[config.mk]
export PLATFORM = sky130hd
export DESIGN_NAME = pipe_stage_reg
export DESIGN_NICKNAME = d
export VERILOG_FILES = /design/src/rtl/pipe_stage_reg_pkg.sv /design/src/rtl/pipe_stage_reg_entry.sv /design/src/rtl/pipe_stage_reg.sv
export SDC_FILE = /design/constraint.sdc
export NUM_CORES = 1
export LEC_CHECK = 0
export ABC_AREA = 1
export ABC_CLOCK_PERIOD_IN_PS = 1750
export CORE_ASPECT_RATIO = 0.6
export CORE_UTILIZATION = 47
export DETAILED_ROUTE_END_ITERATION = 8
export HOLD_SLACK_MARGIN = 0.03
export PLACE_DENSITY_LB_ADDON = 0.15
export SKIP_LAST_GASP = 1
export SYNTH_ARGS = -nofsm -noshare
export SYNTH_HDL_FRONTEND = slang
export SYNTH_HIERARCHICAL = 1
export SYNTH_SLANG_ARGS = --single-unit
[constraint.sdc]
create_clock -name clk -period 1.75 [get_ports clk]
set_clock_uncertainty 0.05 [all_clocks]
set_input_delay 0.175 -clock clk [delete_from_list [all_inputs] [get_ports clk]]
set_output_delay 0.175 -clock clk [all_outputs]
set_load 0.02 [all_outputs]
[src/rtl/pipe_stage_reg_pkg.sv]
// Shared pipeline definitions: stage occupancy encoding, default PCs, entry width.
package pipe_stage_reg_pkg;

   typedef enum logic [1:0] {
      ST_EMPTY = 2'd0,
      ST_ONE   = 2'd1,
      ST_TWO   = 2'd2
   } state_t;

   localparam logic [31:0] RESET_PC_DEF = 32'h0000_3000;
   localparam logic [31:0] EXC_PC_DEF   = 32'h0000_4180;

   // instr(32) + pc(32) + a3(5) ahead of the generic payload
   localparam int ENTRY_FIXED_W = 69;

   function automatic int entry_w(input int dw);
      return ENTRY_FIXED_W + dw;
   endfunction

endpackage

[src/rtl/pipe_stage_reg_entry.sv]
// Load-enabled payload register holding one packed pipeline entry.
// Latency 1 cycle; no flow control of its own, the owner decides when to load.
module pipe_entry_reg #(
   parameter int           W       = 101,
   parameter logic [W-1:0] RST_VAL = '0
) (
   input  logic         clk,
   input  logic         reset,
   input  logic         load,
   input  logic [W-1:0] d,
   output logic [W-1:0] q
);

   always_ff @(posedge clk) begin
      if (!reset) begin
         q <= RST_VAL;
      end else if (load) begin
         q <= d;
      end
   end

endmodule

[src/rtl/pipe_stage_reg.sv]
// Pipeline stage register with optional two-entry skid buffer and exception flush.
// Latency 1 cycle; SKID=1 gives a registered in_ready, SKID=0 passes out_ready through.
module pipe_stage_reg
   import pipe_stage_reg_pkg::*;
#(
   parameter int          DW       = 32,
   parameter int          SKID     = 1,
   parameter logic [31:0] RESET_PC = RESET_PC_DEF,
   parameter logic [31:0] EXC_PC   = EXC_PC_DEF,
   parameter int          CNTW     = 16
) (
   input  logic            clk,
   input  logic            reset,
   input  logic            in_valid,
   output logic            in_ready,
   input  logic [31:0]     in_instr,
   input  logic [31:0]     in_pc,
   input  logic [4:0]      in_a3,
   input  logic [DW-1:0]   in_data,
   input  logic            flush,
   output logic            out_valid,
   input  logic            out_ready,
   output logic [31:0]     out_instr,
   output logic [31:0]     out_pc,
   output logic [4:0]      out_a3,
   output logic [DW-1:0]   out_data,
   output logic [CNTW-1:0] flush_cnt
);

   localparam int EW = entry_w(DW);
   localparam logic [EW-1:0] HEAD_RST   = {32'h0, RESET_PC, 5'h0, {DW{1'b0}}};
   localparam logic [EW-1:0] HEAD_FLUSH = {32'h0, EXC_PC, 5'h0, {DW{1'b0}}};

   state_t        state;
   state_t        state_nxt;
   logic [EW-1:0] in_ent;
   logic [EW-1:0] head_q;
   logic [EW-1:0] skid_q;
   logic [EW-1:0] head_d;
   logic          head_ld;
   logic          skid_ld;
   logic          acc;
   logic          con;

   assign in_ent    = {in_instr, in_pc, in_a3, in_data};
   assign out_valid = (state != ST_EMPTY);

   // With the skid slot, readiness depends only on occupancy, so out_ready never reaches in_ready.
   assign in_ready = !flush && ((SKID != 0) ? (state != ST_TWO) : (!out_valid || out_ready));

   assign acc = in_valid && in_ready;
   assign con = out_valid && out_ready;

   always_ff @(posedge clk) begin
      if (!reset) begin
         state <= ST_EMPTY;
      end else begin
         state <= state_nxt;
      end
   end

   always_comb begin
      state_nxt = state;
      head_ld   = 1'b0;
      head_d    = in_ent;
      skid_ld   = 1'b0;
      if (flush) begin
         state_nxt = ST_EMPTY;
         head_ld   = 1'b1;
         head_d    = HEAD_FLUSH;
      end else begin
         case (state)
            ST_EMPTY: begin
               if (acc) begin
                  state_nxt = ST_ONE;
                  head_ld   = 1'b1;
               end
            end
            ST_ONE: begin
               // Without the skid slot acc implies con here, so ST_TWO is unreachable.
               if (acc && con) begin
                  head_ld = 1'b1;
               end else if (acc) begin
                  state_nxt = ST_TWO;
                  skid_ld   = 1'b1;
               end else if (con) begin
                  state_nxt = ST_EMPTY;
               end
            end
            ST_TWO: begin
               if (con) begin
                  state_nxt = ST_ONE;
                  head_ld   = 1'b1;
                  head_d    = skid_q;
               end
            end
            default: begin
               state_nxt = ST_EMPTY;
            end
         endcase
      end
   end

   pipe_entry_reg #(
      .W       (EW),
      .RST_VAL (HEAD_RST)
   ) u_head (
      .clk   (clk),
      .reset (reset),
      .load  (head_ld),
      .d     (head_d),
      .q     (head_q)
   );

   pipe_entry_reg #(
      .W       (EW),
      .RST_VAL ('0)
   ) u_skid (
      .clk   (clk),
      .reset (reset),
      .load  (skid_ld),
      .d     (in_ent),
      .q     (skid_q)
   );

   assign {out_instr, out_pc, out_a3, out_data} = head_q;

   always_ff @(posedge clk) begin
      if (!reset) begin
         flush_cnt <= '0;
      end else if (flush && (flush_cnt != {CNTW{1'b1}})) begin
         flush_cnt <= flush_cnt + CNTW'(1);
      end
   end

endmodule

==> qor.txt, run 1 <==
Pins Over Slew Limit: 0
Final HPWL DP: 18500 um
final hold slack: 248 ps
gate count after technology mapping: 1782
DRC: 0
Placed Cells: 2266
Final nets: 2098
f_max: 583 MHz
worst hold path type: in -> reg
critical path class: reg -> out
Crit Path Max Fanout: 2
Initial Utilization: 48.8%
Tmin final: 1720 ps
crit-path cells: clkdlybuf4s50_1
DIE AREA: 24000 um2
Placed Area: 13700 um2
setup_tns: 0 ps
Slew @ Worst Pin: 348 ps
first-pass GRT wire length: 44600 um
EDFF count, synth: 0
grt ovf: 0
PD cells: 907 nW/um2
Final WS setup: 33.8 ps
Total Power: 13.2 mW
CP required: 1520 ps
outcome: completed
syn_area_per_cell: 6.16 um2
Max IR drop VDD: 682 uV
crit path launch type: register
Synth Net Count: 1889
register area share after synthesis: 40.1%
vias in the first global route: 9195
Synth cell types: 26
leakage: 7.37 nW
largest net degree at the start of global routing: 77
main flop type after synthesis: dfxtp_1
CP Capture Type: output pin
worst skew pair latency: 510 ps
share of post-route cells with drive strength above 1: 6.28%
Post-synth ARST share: 0%
row count: 42
Clock Sinks: 220
top cells by area, synth: dfxtp_1 (40%), nand2_1 (16%), nor2_1 (15%)
total core area: 22500 um2
post-DR vias/cell: 4.57
final instance area: 14600 um2
Crit-path slowest cell: clkdlybuf4s50_1
Slew headroom: 76.8%
# H-tree levels: 1
ant diodes: 0
PortBufs: 224
WP buf/inv: 1
Reg clk slew, reported paths: 60 ps
max cap viols: 0
total track usage: 22.6%
Final Util: 64.8%
height of the die: 120 um
endpoints failing hold: 0
Final ANT Viol Nets: 0
Critical Path Max Stage Delay: 620 ps
Yosys top cell by area: dfxtp_1
TritonRoute pass-1 iters: 5
CTS Buf Count: 22
dpl ws: -174 ps
setup violators final: 0
Mapped Area: 11000 um2
proportion of netlist area held by the largest area contributor: 40.1%
gp weighted congestion: 0.830
Routed WL: 27900 um
Non-Filler Instances: 2314
top cell family by delay on the critical path: buffers and inverters
warnings from Yosys: 6
WL/cell: 12.1 um
CTS tree: done
CTS Buffer Depth: 3
1st-iter DRT viols: 583
#FFs+latches synth: 220
RSZ-0062 raised after global routing: true
CP arrival: 1490 ps
CTS Root Cell: clkbuf_16
Final period util: 98.1%
Die Span X: 199 um
Layout area overhead: 32.7%
vias: 10600
Ports: 225
initial antenna violation count: 1
-- placed cells by master (no fill, tap or decap), drive strengths merged --
cell / synthesis / layout
nand2: 464 / 465
nor2: 430 / 430
inv: 314 / 313
dfxtp: 220 / 220
clkdlybuf4s50: 0 / 190
a21oi: 111 / 111
o21ai: 103 / 103
buf: 78 / 60
clkbuf: 24 / 35
nand3: 21 / 21
dlygate4sd2: 0 / 19
dlymetal6s2s: 0 / 14
clkinv: 0 / 6
nand4: 6 / 6
xnor2: 3 / 3
xor2: 3 / 3
nor3: 1 / 1
nor3b: 1 / 1
o21bai: 1 / 1
a21boi: 1 / 1
ha: 1 / 1
bufinv: 0 / 1
dlygate4sd3: 0 / 1
-- per-layer routing --
metal	up-vias	track usage, %	routed length, um
li1	5657	-	-
met1	4637	32.0	13600
met2	246	35.0	11900
met3	34	4.94	1980
met4	2	4.38	417
met5	-	0	13
-- final cells by class --
class | instances | area [um2]
well taps | 308 | 385
flip-flops and latches | 220 | 4410
inverters | 314 | 1180
fillers | 2106 | 7930
repair buffers | 286 | 3070
multi-input cells | 1147 | 4790
clock inverters | 6 | 55.1
clock buffers | 33 | 683
-- sequential cells by signal (all words and copies together), names as in the netlist --
| register | cells |
|---|---|
| state | 2 |
| flush_cnt | 16 |
| u_head/q | 101 |
| u_skid/q | 101 |
-- report_power, final --
group / leakage [nW] / total (mW) / internal (mW) / switching [mW]
Clock: 0.371 / 4.83 / 2.84 / 1.99
Combinational: 5.20 / 2.74 / 1.25 / 1.50
Sequential: 1.80 / 5.63 / 5.41 / 0.219
Total: 7.37 / 13.2 / 9.50 / 3.71
-- worst paths after layout --
check	start	end	slack, ps	cells past startpoint
max	u_head/q[21]$_SDFFE_PN0P_	out_data[21]	30	1
max reg2reg	state[1]$_SDFFE_PP0P_	u_head/q[75]$_SDFFE_PN0P_	90	10
min	in_pc[17]	u_skid/q[54]$_SDFFE_PN0P_	250	5
min reg2reg	u_head/q[49]$_SDFFE_PN1P_	u_head/q[49]$_SDFFE_PN1P_	410	2
-- cell usage after synthesis, types with 11 or more instances --
| library cell | instances |
|---|---|
| a21oi_1 | 101 |
| buf_2 | 44 |
| buf_4 | 11 |
| buf_6 | 23 |
| clkbuf_1 | 24 |
| dfxtp_1 | 220 |
| inv_1 | 312 |
| nand2_1 | 460 |
| nand3_1 | 21 |
| nor2_1 | 424 |
| o21ai_0 | 84 |
| o21ai_1 | 18 |
-- timing repair --
item	in CTS	in global routing
setup endpoints to repair	20	106
gates resized for setup	19	31
hold buffers	1	0
cloned	0	4
buffers inserted	1	3
pin swaps	1	0
hold endpoints to repair	34	0
-- cells by family (layout without fill, tap and decap cells) --
group	count (synthesis)	count (layout)	share of synthesized area, %
adder cells (fa/ha/maj)	1	1	0.114
AO/OA/AOI/OAI	216	216	10.3
flip-flops	220	220	40.1
buffers and inverters	416	639	16.7
AND/OR/NAND/NOR	923	924	32.3
XOR/XNOR	6	6	0.479
Power figures use the tool's default switching activity.
==> run 2: changes to the inputs <==
--- a/config.mk
+++ b/config.mk
@@ -11,7 +11,7 @@
 export CORE_UTILIZATION = 47
 export DETAILED_ROUTE_END_ITERATION = 8
 export HOLD_SLACK_MARGIN = 0.03
-export PLACE_DENSITY_LB_ADDON = 0.15
+export PLACE_DENSITY = 0.75
 export SKIP_LAST_GASP = 1
 export SYNTH_ARGS = -nofsm -noshare
 export SYNTH_HDL_FRONTEND = slang
==> run 2 against run 1 <==
  * Sequential cell count unchanged
  * First-iteration DRC count is 27% higher
  * Combinational power shrank 3%
  * Non-clock buffer count shrank 14
  * Sequential share of layout area grew 0.45 points
  * Total power rose by 0.49%
==> qor.txt, run 2 (same netlist as run 1, synthesis figures left out) <==
outcome: completed
PortBufs: 224 (unchanged)
setup_tns: 0 ps (unchanged)
initial antenna violation count: 0 (-1)
leakage: 7.15 nW (-3.1%)
worst hold path type: in -> reg
CTS Buf Count: 22 (unchanged)
RSZ-0062 raised after global routing: false
Final WS setup: 28.0 ps (-5.77 ps)
Final Util: 63.8% (-0.95 points)
Final nets: 2083 (-0.71%)
WP buf/inv: 1 (unchanged)
total core area: 22500 um2 (unchanged)
vias in the first global route: 9331 (+1.5%)
crit path launch type: register
most frequent cells in the layout: nand2_1 (460), nor2_1 (422), inv_1 (312)
endpoints failing hold: 0 (unchanged)
commonest non-fill, non-tap cell in the layout: nand2_1
Final ANT Viol Nets: 0 (unchanged)
1st-iter DRT viols: 739 (+27%)
CTS Buffer Depth: 3 (unchanged)
TritonRoute pass-1 iters: 5 (unchanged)
WL/cell: 12.1 um (+0.11%)
hold path depth: 4 (-1)
Layout area overhead: 30.8%
reg2reg setup slack: 120 ps (+30 ps)
# H-tree levels: 1 (unchanged)
first-pass GRT wire length: 44800 um (+0.59%)
worst skew pair latency: 500 ps (about the same)
total track usage: 22.7% (+0.18 points)
Crit-path slowest cell: clkdlybuf4s50_1
Non-Filler Instances: 2300 (-0.61%)
Placed Cells: 2260 (-0.26%)
f_max: 581 MHz (-0.34%)
CP arrival: 1500 ps (about the same)
Die Span X: 199 um (unchanged)
Storage cell area: 4410 um2 (unchanged)
Final HPWL DP: 18400 um (-0.63%)
Critical Path Max Stage Delay: 630 ps (about the same)
Slew headroom: 60.3% (-17 points)
Worst path depth: 1 (unchanged)
Min-Delay Endpoint: flush_cnt[0]$_SDFFE_PN0P_
largest net degree at the start of global routing: 129 (+68%)
row count: 42 (unchanged)
Crit Path Max Fanout: 2 (unchanged)
vias: 10600 (+0.29%)
height of the die: 120 um (unchanged)
CTS tree: done
Reg clk slew, reported paths: 70 ps (about the same)
post-DR vias/cell: 4.61 (+0.90%)
Clock Sinks: 220 (unchanged)
Total Power: 13.3 mW (+0.49%)
CP Capture Type: output pin
CP required: 1520 ps (about the same)
Max IR drop VDD: 631 uV (-7.4%)
top cell family by delay on the critical path: buffers and inverters
dpl ws: -372 ps (-198 ps)
Multi-input gate area: 4770 um2 (-0.26%)
crit-path cells: clkdlybuf4s50_1
filler instances: 2059 (-2.2%)
Initial Utilization: 48.8% (unchanged)
Top Registers: u_head/q (101), u_skid/q (101), flush_cnt (16)
critical path class: reg -> out
Ports: 225 (unchanged)
Pins Over Slew Limit: 0 (unchanged)
Setup Fix Bufs, Post-CTS: 0 (-1)
Final period util: 98.4% (+0.33 points)
max cap viols: 0 (unchanged)
Routed WL: 27800 um (-0.49%)
DIE AREA: 24000 um2 (unchanged)
setup violators final: 0 (unchanged)
worst reg-to-reg path cell count: 11 (+1)
DRC: 0 (unchanged)
RR Startpoint: state[1]$_SDFFE_PP0P_
Tmin final: 1720 ps (+5.77 ps)
gp weighted congestion: 0.821 (-1.1%)
CTS Root Cell: clkbuf_16
share of post-route cells with drive strength above 1: 5.63% (-0.66 points)
Slew @ Worst Pin: 596 ps (+248 ps)
r2r endpoint: u_head/q[97]$_SDFFE_PN0P_
PD cells: 925 nW/um2 (+2.0%)
grt ovf: 0 (unchanged)
min-delay src: reset
## run 2: per-layer routing
metal	wire length, um	vias to the layer above	GRT usage, %
met1	13700	4684	33.1
met4	430	0	4.66
li1	-	5624	-
met3	1810	30	4.13
met5	0	-	0
met2	11900	269	34.9
## run 2: worst max path at each step
stage | endpoint | startpoint
floorplan | u_head/q[0]$_SDFFE_PN0P_ | state[1]$_SDFFE_PP0P_
CTS | in_ready | state[1]$_SDFFE_PP0P_
finish | out_data[15] | u_head/q[15]$_SDFFE_PN0P_
detailed placement | u_head/q[36]$_SDFFE_PN0P_ | flush
global route | out_data[15] | u_head/q[15]$_SDFFE_PN0P_
global placement | u_head/q[30]$_SDFFE_PN0P_ | flush
## run 2: repair_timing
item	in CTS	in global routing
hold buffers	0	0
resized for setup	21	13
gates cloned	0	0
hold endpoints to repair	0	0
endpoints found under the setup margin	28	75
## run 2: through the flow
stage | cell area, um2 | hold slack [ps]
3_3_place_gp | 13600 | 395
3_5_place_dp | 13600 | 404
6_report | 14400 | 101
2_1_floorplan | 11000 | 246
4_1_cts | 14300 | 98.6
5_1_grt | 14300 | 115
## run 2: layout make-up
type	instances	share of cell area [%]
timing repair buffer	272	19.8
sequential	220	30.7
antenna	1	0.0174
clock buffer	32	4.66
multi-input combinational	1146	33.3
tap	308	2.69
clock inverter	7	0.671
inverter	314	8.21
## run 2: report_power, final
| part | internal, mW | total [mW] | switching [mW] |
|---|---|---|---|
| clock | 2.96 | 4.97 | 2.02 |
| sequential | 5.41 | 5.63 | 0.223 |
| combinational | 1.18 | 2.66 | 1.48 |
| total | 9.55 | 13.3 | 3.72 |
==> run 3: changes to the inputs <==
--- a/config.mk
+++ b/config.mk
@@ -5,12 +5,12 @@
 export SDC_FILE = /design/constraint.sdc
 export NUM_CORES = 1
 export LEC_CHECK = 0
-export ABC_AREA = 1
 export ABC_CLOCK_PERIOD_IN_PS = 1750
 export CORE_ASPECT_RATIO = 0.6
-export CORE_UTILIZATION = 47
+export CORE_UTILIZATION = 46
 export DETAILED_ROUTE_END_ITERATION = 8
 export HOLD_SLACK_MARGIN = 0.03
+export MAX_ROUTING_LAYER = met4
 export PLACE_DENSITY = 0.75
 export SKIP_LAST_GASP = 1
 export SYNTH_ARGS = -nofsm -noshare
==> run 3 against run 2 <==
  * Utilization grew 0.95 points
  * Hold slack worse by 17 ps
  * Clock-buffer cell count fell by 2
  * Clock power increased by 1%
  * Critical path depth rose by 6
  * Final cell count fell by 29%
  * Synthesized cell count fell by 38%
  * Sequential share of layout area grew 1.1 points
  * Register-to-register slack lost 90 ps
  * Setup slack improved by 0.95 ps
  * Highest routed layer unchanged
==> qor.txt, run 3 <==
syn_area_per_cell: 9.25 um2 (+50%)
total track usage: 23.0% (+0.25 points)
CP required: 2070 ps (+550 ps)
commonest non-fill, non-tap cell in the layout: dfxtp_1
Final ANT Viol Nets: 0 (unchanged)
Tmin final: 1720 ps (-0.952 ps)
CTS Buf Count: 21 (-4.5%)
f_max: 581 MHz (about the same)
PD cells: 848 nW/um2 (-8.3%)
EDFF count, synth: 0 (unchanged)
compound-cell area share of the yosys netlist: 6.71% (-3.6 points)
critical path class: reg -> reg
Critical Path Max Stage Delay: 350 ps (-280 ps)
largest net degree at the start of global routing: 98 (-24%)
row count: 41 (-2.4%)
# H-tree levels: 1 (unchanged)
simple-gate area share of the yosys netlist: 23.6% (-8.7 points)
Final period util: 98.3% (about the same)
Reg clk slew, reported paths: 70 ps (about the same)
grt ovf: 0 (unchanged)
Slew headroom: 59.8% (-0.48 points)
vias in the first global route: 7959 (-15%)
#FFs+latches synth: 220 (unchanged)
DRC: 0 (unchanged)
Final Util: 64.7% (+0.95 points)
Final WS setup: 28.9 ps (+0.952 ps)
first-pass GRT wire length: 42000 um (-6.4%)
CTS tree: done
Synth cell types: 41 (+58%)
Layout area overhead: 35.7%
max cap viols: 0 (unchanged)
total core area: 21400 um2 (-4.9%)
worst skew pair latency: 490 ps (about the same)
worst hold path type: in -> reg
DIE AREA: 22800 um2 (-4.9%)
gp weighted congestion: 0.840 (+2.3%)
Crit Path Max Fanout: 13 (+11)
Post-synth ARST share: 0% (unchanged)
most common cell in the netlist: dfxtp_1
Ports: 225 (unchanged)
Synth Area in Adders: 0.123% (+0.0086 points)
Synth top cells by count: dfxtp_1 (220), nand2_1 (212), mux2i_1 (205)
height of the die: 117 um (-2.5%)
Synth Area in XOR/XNOR: 0% (-0.48 points)
Yosys top cell by area: dfxtp_1
gate count after technology mapping: 1103 (-38%)
crit path launch type: register
Crit-path slowest cell: dfxtp_2
CP Capture Type: register
proportion of netlist area held by the largest area contributor: 43.1% (+3.0 points)
1st-iter DRT viols: 454 (-39%)
Max IR drop VDD: 599 uV (-5.0%)
Routed WL: 26900 um (-3.3%)
TritonRoute pass-1 iters: 5 (unchanged)
initial antenna violation count: 1 (+1)
Total Power: 11.7 mW (-12%)
largest family of logic cells by synthesized area: simple AND/OR/NAND/NOR gates
top cells by area, synth: dfxtp_1 (43%), mux2i_1 (20%), nor2b_1 (12%)
final hold slack: 83.5 ps (-17.3 ps)
leakage: 5.84 nW (-18%)
CTS Buffer Depth: 3 (unchanged)
Final nets: 1443 (-31%)
outcome: completed
dpl ws: -315 ps (+57.6 ps)
vias: 8275 (-22%)
most frequent cells in the layout: dfxtp_1 (216), nand2_1 (211), mux2i_1 (205)
filler instances: 1734 (-16%)
reg2reg setup slack: 30 ps (-90 ps)
Pins Over Slew Limit: 0 (unchanged)
register area share after synthesis: 43.1% (+3.0 points)
PortBufs: 224 (unchanged)
warnings from Yosys: 6 (unchanged)
post-synthesis mux area share: 20.1% (+20 points)
crit-path cells: buf_4 -> nor2b_1 -> a211o_4 -> buf_12 -> buf_12 -> mux2i_1 -> nor2b_1
Slew @ Worst Pin: 603 ps (+7.27 ps)
Initial Utilization: 47.7% (-1.1 points)
Top Registers: u_head/q (101), u_skid/q (101), flush_cnt (16)
CP arrival: 2040 ps (+540 ps)
endpoints failing hold: 0 (unchanged)
Clock Sinks: 220 (unchanged)
main flop type after synthesis: dfxtp_1
Mapped Area: 10200 um2 (-7.0%)
CTS Root Cell: clkbuf_16
share of post-route cells with drive strength above 1: 9.41% (+3.8 points)
Synth Net Count: 1210 (-36%)
post-DR vias/cell: 5.07 (+10%)
WL/cell: 16.5 um (+36%)
Final HPWL DP: 17000 um (-7.5%)
Die Span X: 194 um (-2.5%)
setup violators final: 0 (unchanged)
RSZ-0062 raised after global routing: true
setup_tns: 0 ps (unchanged)
run 3: changes by cell type in the layout (fill, tap and decap cells not counted), moves of 12 or more:
cell	change
inv_1	-308
buf_4	+12
nor2_1	-417
mux2i_1	+205
nand3_1	-12
o21ai_0	-75
nand2_1	-249
nor2b_1	+202
o21ai_1	-20
run 3: logic make-up (layout without fill, tap and decap cells):
kind of cell	count (synthesis)	count (layout)
flip-flops	220	220
other	0	2
AO/OA/AOI/OAI	129	129
multiplexers	205	205
buffers and inverters	84	331
adder cells (fa/ha/maj)	1	1
AND/OR/NAND/NOR	464	464
run 3: report_power, final:
part	total, mW	internal (mW)	leakage (nW)	switching, mW
Combinational	1.48	0.788	3.67	0.689
Sequential	5.24	5.15	1.79	0.0883
Clock	5.03	3.09	0.380	1.94
run 3: final timing paths:
path	cells past startpoint	end	from
worst max-delay path	7	u_head/q[12]$_SDFFE_PN0P_	state[1]$_SDFFE_PP0P_
worst min-delay path	3	flush_cnt[2]$_SDFFE_PN0P_	flush
worst max register to register	7	u_head/q[12]$_SDFFE_PN0P_	state[1]$_SDFFE_PP0P_
worst min register to register	2	u_head/q[50]$_SDFFE_PN1P_	u_head/q[50]$_SDFFE_PN1P_
run 3: what timing repair did:
action	CTS	global route
buffers inserted	2	6
setup endpoints to repair	87	92
gates resized for setup	20	25
endpoints found under the hold margin	3	0
cloned	0	3
hold buffers	1	0
pin swaps	1	2
run 3: final cells by class:
cell class | instances | area (um2) | share of cell area [%]
clock buffer | 30 | 629 | 4.54
multi-input combinational | 799 | 5200 | 37.6
tap | 279 | 349 | 2.52
timing repair buffer | 290 | 3100 | 22.4
antenna | 2 | 5.00 | 0.0361
sequential | 220 | 4410 | 31.8
inverter | 4 | 15.0 | 0.108
clock inverter | 7 | 135 | 0.976
run 3: metal layers:
layer  routed length (um)  share of wire, %  global-route usage (%)
met1                13300                49                    32.6
met2                11400                42                    33.3
met3                 1750               6.5                    5.29
met4                  471               1.8                    4.56
met5                    0                 0                       -
run 3: metrics by stage:
step                instance area, um2  std cells
floorplan                        10200       1103
global placement                 12800       1580
detailed placement               12800       1580
CTS                              13600       1620
global route                     13800       1630
finish                           13900       1631
run 3: worst max-delay path: cells and delay by family, from the launching register on:
family                 cells  cell delay, ps
AND/OR/NAND/NOR            2             310
flip-flops                 1             350
buffers and inverters      3             440
multiplexers               1             240
AO/OA/AOI/OAI              1             210
